<file path="config.mk">
export PLATFORM = sky130hd
export DESIGN_NAME = pla_control
export DESIGN_NICKNAME = d
export VERILOG_FILES = /design/src/rtl/pla_control.sv
export SDC_FILE = /design/constraint.sdc
export NUM_CORES = 1
export LEC_CHECK = 0
export ABC_CLOCK_PERIOD_IN_PS = 970
export BUFFER_PORTS_ARGS = -buffer_cell sky130_fd_sc_hd__buf_2
export CAP_MARGIN = 20
export CORE_AREA = 2 2 39 41
export DETAILED_ROUTE_END_ITERATION = 8
export DIE_AREA = 0 0 41 43
export SETUP_SLACK_MARGIN = 0.05
export SLEW_MARGIN = 20
export SYNTH_ARGS = -nofsm -noshare
export SYNTH_HDL_FRONTEND = slang
export SYNTH_SLANG_ARGS = --single-unit
</file>
<file path="constraint.sdc">
create_clock -name vclk -period 0.97
set_input_delay 0.097 -clock vclk [all_inputs]
set_output_delay 0.097 -clock vclk [all_outputs]
set_load 0.02 [all_outputs]
</file>
<file path="src/rtl/pla_control.sv">
`default_nettype none
// ============================================================================
//  Module      : pla_control
//  Description : Main control decoder for the multicycle datapath. Maps the
//                6-bit opcode and the 4-bit current FSM state to every
//                datapath control strobe and to the 4-bit next-state code.
//                The decode is purely combinational.
//
//                Optional feature macro: PLA_STATE_REG_EN
//                  defined   - a 4-bit state register is built. It loads the
//                              next-state code on each rising clk edge and
//                              is driven out on State. The integrator ties
//                              State back to CurrentState.
//                  undefined - no sequential logic and no State port. clk
//                              and reset are present but unused.
//
//  Ports       : clk          - clock (used only by the state register)
//                reset        - asynchronous active-high reset (state reg only)
//                Op           - instruction opcode field
//                CurrentState - present FSM state code used by the decode
//                PCWrite .. RegDst - datapath strobes and mux selects
//                NS3..NS0     - next-state code
//                State        - registered state (PLA_STATE_REG_EN only)
//  Revision    : 1.0 - initial release
// ============================================================================
module pla_control (
    input  logic       clk,
    input  logic       reset,
    input  logic [5:0] Op,
    input  logic [3:0] CurrentState,
    output logic       PCWrite,
    output logic       PCWriteCond,
    output logic       IorD,
    output logic       MemRead,
    output logic       MemWrite,
    output logic       IRWrite,
    output logic       MemtoReg,
    output logic       PCSource1,
    output logic       PCSource0,
    output logic       ALUOp1,
    output logic       ALUOp0,
    output logic       ALUSrcB1,
    output logic       ALUSrcB0,
    output logic       ALUSrcBA,
    output logic       RegWrite,
    output logic       RegDst,
    output logic       NS3,
    output logic       NS2,
    output logic       NS1,
    output logic       NS0
`ifdef PLA_STATE_REG_EN
    ,
    output logic [3:0] State
`endif
  );

  // State encodings of the multicycle control FSM.
  localparam logic [3:0] ST_FETCH   = 4'd0;
  localparam logic [3:0] ST_DECODE  = 4'd1;
  localparam logic [3:0] ST_ADDR    = 4'd2;
  localparam logic [3:0] ST_MEMRD   = 4'd3;
  localparam logic [3:0] ST_WBLOAD  = 4'd4;
  localparam logic [3:0] ST_MEMWR   = 4'd5;
  localparam logic [3:0] ST_EXEC_R  = 4'd6;
  localparam logic [3:0] ST_R_DONE  = 4'd7;
  localparam logic [3:0] ST_BRANCH  = 4'd8;
  localparam logic [3:0] ST_JUMP    = 4'd9;

  // Opcodes recognised by the dispatch states.
  localparam logic [5:0] OP_LOAD    = 6'b000011;
  localparam logic [5:0] OP_STORE   = 6'b100011;
  localparam logic [5:0] OP_RTYPE   = 6'b110011;
  localparam logic [5:0] OP_BRANCH  = 6'b001011;
  localparam logic [5:0] OP_JUMP_A  = 6'b010111;
  localparam logic [5:0] OP_JUMP_B  = 6'b101111;

  logic [3:0] ns;

  always_comb begin
    PCWrite     = 1'b0;
    PCWriteCond = 1'b0;
    IorD        = 1'b0;
    MemRead     = 1'b0;
    MemWrite    = 1'b0;
    IRWrite     = 1'b0;
    MemtoReg    = 1'b0;
    PCSource1   = 1'b0;
    PCSource0   = 1'b0;
    ALUOp1      = 1'b0;
    ALUOp0      = 1'b0;
    ALUSrcB1    = 1'b0;
    ALUSrcB0    = 1'b0;
    ALUSrcBA    = 1'b0;
    RegWrite    = 1'b0;
    RegDst      = 1'b0;
    // Unused codes 10-15 fall through to all-zero strobes and fetch.
    ns          = ST_FETCH;

    case (CurrentState)
      ST_FETCH: begin
        PCWrite  = 1'b1;
        MemRead  = 1'b1;
        IRWrite  = 1'b1;
        ALUSrcB0 = 1'b1;
        ns       = ST_DECODE;
      end
      ST_DECODE: begin
        ALUSrcB1 = 1'b1;
        ALUSrcB0 = 1'b1;
        case (Op)
          OP_LOAD, OP_STORE:  ns = ST_ADDR;
          OP_RTYPE:           ns = ST_EXEC_R;
          OP_BRANCH:          ns = ST_BRANCH;
          OP_JUMP_A, OP_JUMP_B: ns = ST_JUMP;
          default:            ns = ST_FETCH;
        endcase
      end
      ST_ADDR: begin
        ALUSrcBA = 1'b1;
        ALUSrcB1 = 1'b1;
        case (Op)
          OP_LOAD:  ns = ST_MEMRD;
          OP_STORE: ns = ST_MEMWR;
          default:  ns = ST_FETCH;
        endcase
      end
      ST_MEMRD: begin
        IorD    = 1'b1;
        MemRead = 1'b1;
        ns      = ST_WBLOAD;
      end
      ST_WBLOAD: begin
        MemtoReg = 1'b1;
        RegWrite = 1'b1;
      end
      ST_MEMWR: begin
        IorD     = 1'b1;
        MemWrite = 1'b1;
      end
      ST_EXEC_R: begin
        ALUOp1   = 1'b1;
        ALUSrcBA = 1'b1;
        ns       = ST_R_DONE;
      end
      ST_R_DONE: begin
        RegWrite = 1'b1;
        RegDst   = 1'b1;
      end
      ST_BRANCH: begin
        PCWriteCond = 1'b1;
        PCSource0   = 1'b1;
        ALUOp0      = 1'b1;
        ALUSrcBA    = 1'b1;
      end
      ST_JUMP: begin
        PCWrite   = 1'b1;
        PCSource1 = 1'b1;
      end
      default: ;
    endcase
  end

  assign {NS3, NS2, NS1, NS0} = ns;

`ifdef PLA_STATE_REG_EN
  logic [3:0] state_q;
  logic [3:0] state_d;

  always_comb begin
    state_d = ns;
  end

  always_ff @(posedge clk or posedge reset) begin
    if (reset) begin
      state_q <= ST_FETCH;
    end else begin
      state_q <= state_d;
    end
  end

  assign State = state_q;
`else
  // clk and reset only feed the optional state register.
  logic unused_clk_reset;
  assign unused_clk_reset = clk ^ reset;
`endif

endmodule
`default_nettype wire

</file>
==> results of run 1 <==
-- cell usage after synthesis, types with 2 or more instances --
library cell and instances:
nor3_1 5, nand3_1 2, nand2_1 2, and3b_1 2, xor2_1 2, buf_6 2
inv_1 2, o21ai_0 2, nor2_1 7, buf_4 2, buf_2 2, xnor2_1 2
nand2b_1 4
-- how the worst min path moves through the flow --
stage                    start      end  slack [ns]  cells past startpoint
2_1_floorplan            Op[5]      NS1        0.33                      1
3_3_place_gp             Op[5]      NS1        0.60                      3
3_5_place_dp             Op[5]      NS1        0.61                      3
4_1_cts        CurrentState[2]  MemRead        0.57                      4
5_1_grt        CurrentState[2]  MemRead        0.58                      4
6_report       CurrentState[2]  MemRead        0.57                      4
-- per-stage QoR --
| stage | setup TNS (ns) | area (um^2) | worst slack, ns |
|---|---|---|---|
| floorplan | -0.0296 | 418 | -0.0245 |
| finish | -0.244 | 813 | -0.0993 |
| global route | -0.485 | 813 | -0.136 |
| detailed placement | -0.721 | 602 | -0.122 |
| global placement | -0.628 | 602 | -0.122 |
| CTS | -0.212 | 753 | -0.0999 |
-- critical path: stages --
cell and delay, ns:
buf_8 0.10, xor2_1 0.15, or3_1 0.35, o211ai_1 0.10, buf_4 0.17
-- layout make-up --
cell class,count,area (um^2)
multi-input combinational,46,402
timing repair buffer,44,384
fill,134,571
tap,16,20.0
inverter,2,7.51
-- layer usage --
layer | global-route usage | wire [um] | vias to the layer above
met5 | 0 | 0 | -
met4 | 0 | 0 | 0
met3 | 0.00524 | 69 | 0
met2 | 0.288 | 752 | 16
met1 | 0.150 | 471 | 235
li1 | - | - | 268
-- cell usage in the layout (no fill, tap or decap), types with 2 or more instances in the layout --
master	Yosys	layout
buf_6	2	13
nor3_2	0	3
nand2b_1	4	2
buf_4	2	17
inv_1	2	2
buf_8	0	4
nand2b_4	0	2
buf_2	2	10
xor2_1	2	2
nor2_1	7	6
and3b_1	2	2
-- cell families (layout without fill, tap and decap cells) --
group                     Yosys count  in the layout
xor gates and xnor gates            4              4
and+or+nand+nor                    34             34
muxes                               1              1
AOI/OAI and AO/OA                   7              7
buffers and inverters               8             46
-- report_power, final --
part,internal (mW),switching (mW)
Combinational,0.179,0.165
Sequential,0,0
Clock,0,0
-- what timing repair did --
| item | in CTS | in global routing |
|---|---|---|
| pin swaps | 12 | 2 |
| buffers inserted | 2 | 0 |
| resized for setup | 39 | 17 |
| cloned | 0 | 0 |
| setup endpoints to repair | 13 | 17 |
==> run metrics, run 1 <==
Non-Filler Instances about 110; simple-gate share of the synthesized area 0.565; Die Ht roughly 43 um; worst-path fanout max 6; Yosys cell types 31; failing checks negative setup slack; grt total ovfl 0; worst rel slew slack 0.848; global-route usage over all layers 0.140; synth top area cells nor2_1 7.4%, nand2b_1 7.1%, nor3_1 7.1%, buf_6 6.4%, and3b_1 4.9%; Final period util 1.10; Final setup viols 4; Avg Inst Size Synth ~6.6 um^2; router iterations before antenna repair 2; ratio of cells with drive above 1 in the final layout 0.674; pin count of the biggest net entering global routing 8; IO Port Bufs 30; vias in the first global route ~470; Cell Area, Synth around 350 um^2; Final Hold Vio Count 0; total wire length between 1 and 1.5 mm; max_cap viols 0; crit path to NS0; Worst setup EP type primary output; fmax about 940 MHz; die width 41 um; core footprint 1380 um^2; placed insts 106; ANT cells 0; Crit Path Class in -> out; Layout Utilization 0.588; detailed router's first-iteration violation count 3; FF+latch area 0 um^2; std cell rows 14; vias per cell between 4 and 5; clock buffers 0; syn_nets between 60 and 70; largest family of logic cells by synthesized area simple AND/OR/NAND/NOR gates; Synth Area in XOR/XNOR 0.0989; Lkg Pwr approximately 0.4 nW; Max VDD drop a little under 0.2 mV; Area Growth Syn to Fin 130%; RSZ-0062 raised after global routing yes; antenna violations before repair 0; CP arrival between 0.9 and 1 ns; RePlAce Congestion approximately 0.71; startpoint types input port; drt wl/cell around 12 um; Post-Syn Instances 54; mux cell area share after synthesis 0.0318; Hold Slack around 0.57 ns; hpwl dp ~910 um; complex-gate fraction of the synthesized area 0.148; post-cts hold buffer count 0; measured slew at the worst slew-check pin ~0.23 ns; Yosys warnings 0; Crit path required time about 0.87 ns; Ports 32; sequential share of the synthesized area 0; Total Power between 0.3 and 0.4 mW; seq_cells 0; Initial Util 0.256; crit path from CurrentState[1]; Die Area approximately 1800 um^2; Hold Path Class in -> out; Final WS setup -0.0993 ns; DR DRC count 0; first-pass GRT wire length ~1.8 mm; Post-Synth Adder-Cell Area 0; leading area contributor after synthesis nor2_1; Power Density about 420 nW/um^2; # nets final between 100 and 150; minimum clock period roughly 1.1 ns; Vias 519; status complete, but fails checks; post-route ant nets 0; Slew Viols, Final 0; area share of the largest cell type after synthesis 0.0742
Power figures use the tool's default switching activity.
==> inputs of run 2 (changes only) <==
--- a/config.mk
+++ b/config.mk
@@ -5,7 +5,7 @@
 export SDC_FILE = /design/constraint.sdc
 export NUM_CORES = 1
 export LEC_CHECK = 0
-export ABC_CLOCK_PERIOD_IN_PS = 970
+export ABC_AREA = 1
 export BUFFER_PORTS_ARGS = -buffer_cell sky130_fd_sc_hd__buf_2
 export CAP_MARGIN = 20
 export CORE_AREA = 2 2 39 41
==> run 2 against run 1 <==
  * The run now ends clean
  * Worst setup slack better by 0.17 ns
  * Combinational power is 14% lower
  * Count of clock-buffer cells in the layout stayed put
  * Area after synthesis decreased by 5.3%
  * Global-route usage down 3.2 points
  * Final area decreased by 11%
  * Utilization shrank 6.3 points
  * Total power down 14%
  * Critical path type unchanged
  * Highest routed layer unchanged
==> run metrics, run 2 <==
post-cts hold buffer count 0 (unchanged); Crit Path Class in -> out; post-route ant nets 0 (unchanged); Die Ht 43 um (unchanged); max_cap viols 0 (unchanged); Ports 32 (unchanged); Initial Util 0.242 (-0.0136); hpwl dp 869 um (-4.6%); die width 41 um (unchanged); detailed router's first-iteration violation count 3 (unchanged); vias in the first global route 406 (-13%); Max VDD drop 0.124 mV (-37%); synth top area cells nand2_1 21%, nor2_1 18%, inv_1 15%, nand3_1 12%, nor2_4 6.7%; antenna violations before repair 0 (unchanged); crit path max-delay cell type buf_2; Worst setup EP type primary output; global-route usage over all layers 0.108 (-0.0322); grt total ovfl 0 (unchanged); Yosys warnings 0 (unchanged); minimum clock period 0.894 ns (-0.175 ns); worst rel slew slack 0.859 (+0.0110); clock buffers 0 (unchanged); Final setup viols 0 (-4); total wire length 1.22 mm (-5.9%); RePlAce Congestion 0.768 (+8.6%); vias per cell 4.43 (-7.8%); ratio of cells with drive above 1 in the final layout 0.645 (-0.0291); CP bufs+invs 4 (+2); Crit path required time 0.87 ns (about the same); Avg Inst Size Synth 4.59 um^2 (-30%); core footprint 1380 um^2 (unchanged); ANT cells 0 (unchanged); CP arrival 0.80 ns (-0.17 ns); Final WS setup 0.0756 ns (+0.175 ns); pin count of the biggest net entering global routing 8 (unchanged); most common cell after layout, fill and taps aside buf_2; drt wl/cell 9.89 um (-17%); worst-path fanout max 7 (+1); Lkg Pwr 0.394 nW (-0.29%); Area Growth Syn to Fin 116%; Slew Viols, Final 0 (unchanged); leading area contributor after synthesis nand2_1; # nets final 121 (+14%); seq_cells 0 (unchanged); Final Hold Vio Count 0 (unchanged); Placement Setup Slack -0.0377 ns (+0.0848 ns); syn_nets 85 (+29%); Vias 545 (+5.0%); Post-Syn Instances 73 (+35%); Total Power 0.295 mW (-14%); area share of the largest cell type after synthesis 0.213 (+0.138); most frequent cells in the layout 19 x buf_2, 13 x nand2_1, 10 x buf_4; most frequent cells after synthesis 19 x nand2_1, 16 x nor2_1, 13 x inv_1; sequential share of the synthesized area 0 (unchanged); fmax 1120 MHz (+20%); Power Density 407 nW/um^2 (-3.8%); Hold Slack 0.545 ns (-0.0253 ns); startpoint types input port; router iterations before antenna repair 3 (+1); measured slew at the worst slew-check pin 0.211 ns (-0.0165 ns); IO Port Bufs 30 (unchanged); Cell Area, Synth 335 um^2 (-5.3%); Yosys cell types 15 (-52%); Die Area 1760 um^2 (unchanged); first-pass GRT wire length 1.44 mm (-21%); Top Family by Delay on Critical Path buffers and inverters; FF+latch area 0 um^2 (unchanged); CP cell instances buf_6 > inv_2 > nand2_2 > buf_4 > nor2_1 > buf_2; std cell rows 14 (unchanged); Final period util 0.922 (-0.180); cell with the most instances after synthesis nand2_1; Hold Path Class in -> out; Fill cells 146 (+9.0%); slowest stage delay, CP 0.18 ns (-0.17 ns); DR DRC count 0 (unchanged); status finished, final reports clean; RSZ-0062 raised after global routing yes
[run 2: cell types whose count changed after synthesis, sizes merged, moves of 4 or more]
cell,before,now
nand2b,4,0
inv,2,14
nand3,2,8
buf,6,2
nor3,5,1
nand2,2,22
nor2,8,19
[run 2: cell families after synthesis]
group,synth area share
simple gates,0.724
buf+inv,0.201
compound gates,0.0746
[run 2: power by group]
| part | internal [mW] | switching (mW) | total (mW) |
|---|---|---|---|
| logic | 0.119 | 0.176 | 0.295 |
| registers | 0 | 0 | 0 |
| clock network | 0 | 0 | 0 |
| total | 0.119 | 0.176 | 0.295 |
[run 2: cell type report]
| class | count | area (um^2) | share of cell area |
|---|---|---|---|
| Inverter | 14 | 70.1 | 0.0966 |
| Tap cell | 16 | 20.0 | 0.0276 |
| Multi-Input combinational cell | 57 | 379 | 0.522 |
| Timing Repair Buffer | 36 | 256 | 0.353 |
[run 2: final timing paths]
check / startpoint / to / slack, ns / cells past startpoint
worst min-delay path: CurrentState[1] / ALUSrcB0 / 0.55 / 3
worst max-delay path: CurrentState[1] / PCSource1 / 0.08 / 6
[run 2: metal layers]
metal / GRT usage / up-vias / wire [um]
li1: - / 295 / -
met1: 0.117 / 224 / 445
met2: 0.216 / 26 / 649
met3: 0.0105 / 0 / 121
met4: 0 / 0 / 0
met5: 0 / - / 0
[run 2: metrics by stage]
step | cells | TNS (ns) | util | cell area (um^2)
floorplan | 73 | 0 | - | 335
global placement | 121 | -0.0481 | 0.376 | 520
detailed placement | 121 | -0.120 | 0.376 | 520
CTS | 122 | 0 | 0.424 | 587
global route | 123 | 0 | 0.524 | 726
finish | 123 | 0 | 0.524 | 726
[run 2: what timing repair did]
action | in CTS | in global routing
endpoints found under the setup margin | 7 | 11
gates resized for setup | 23 | 44
setup buffers | 1 | 1
pin swaps | 4 | 11
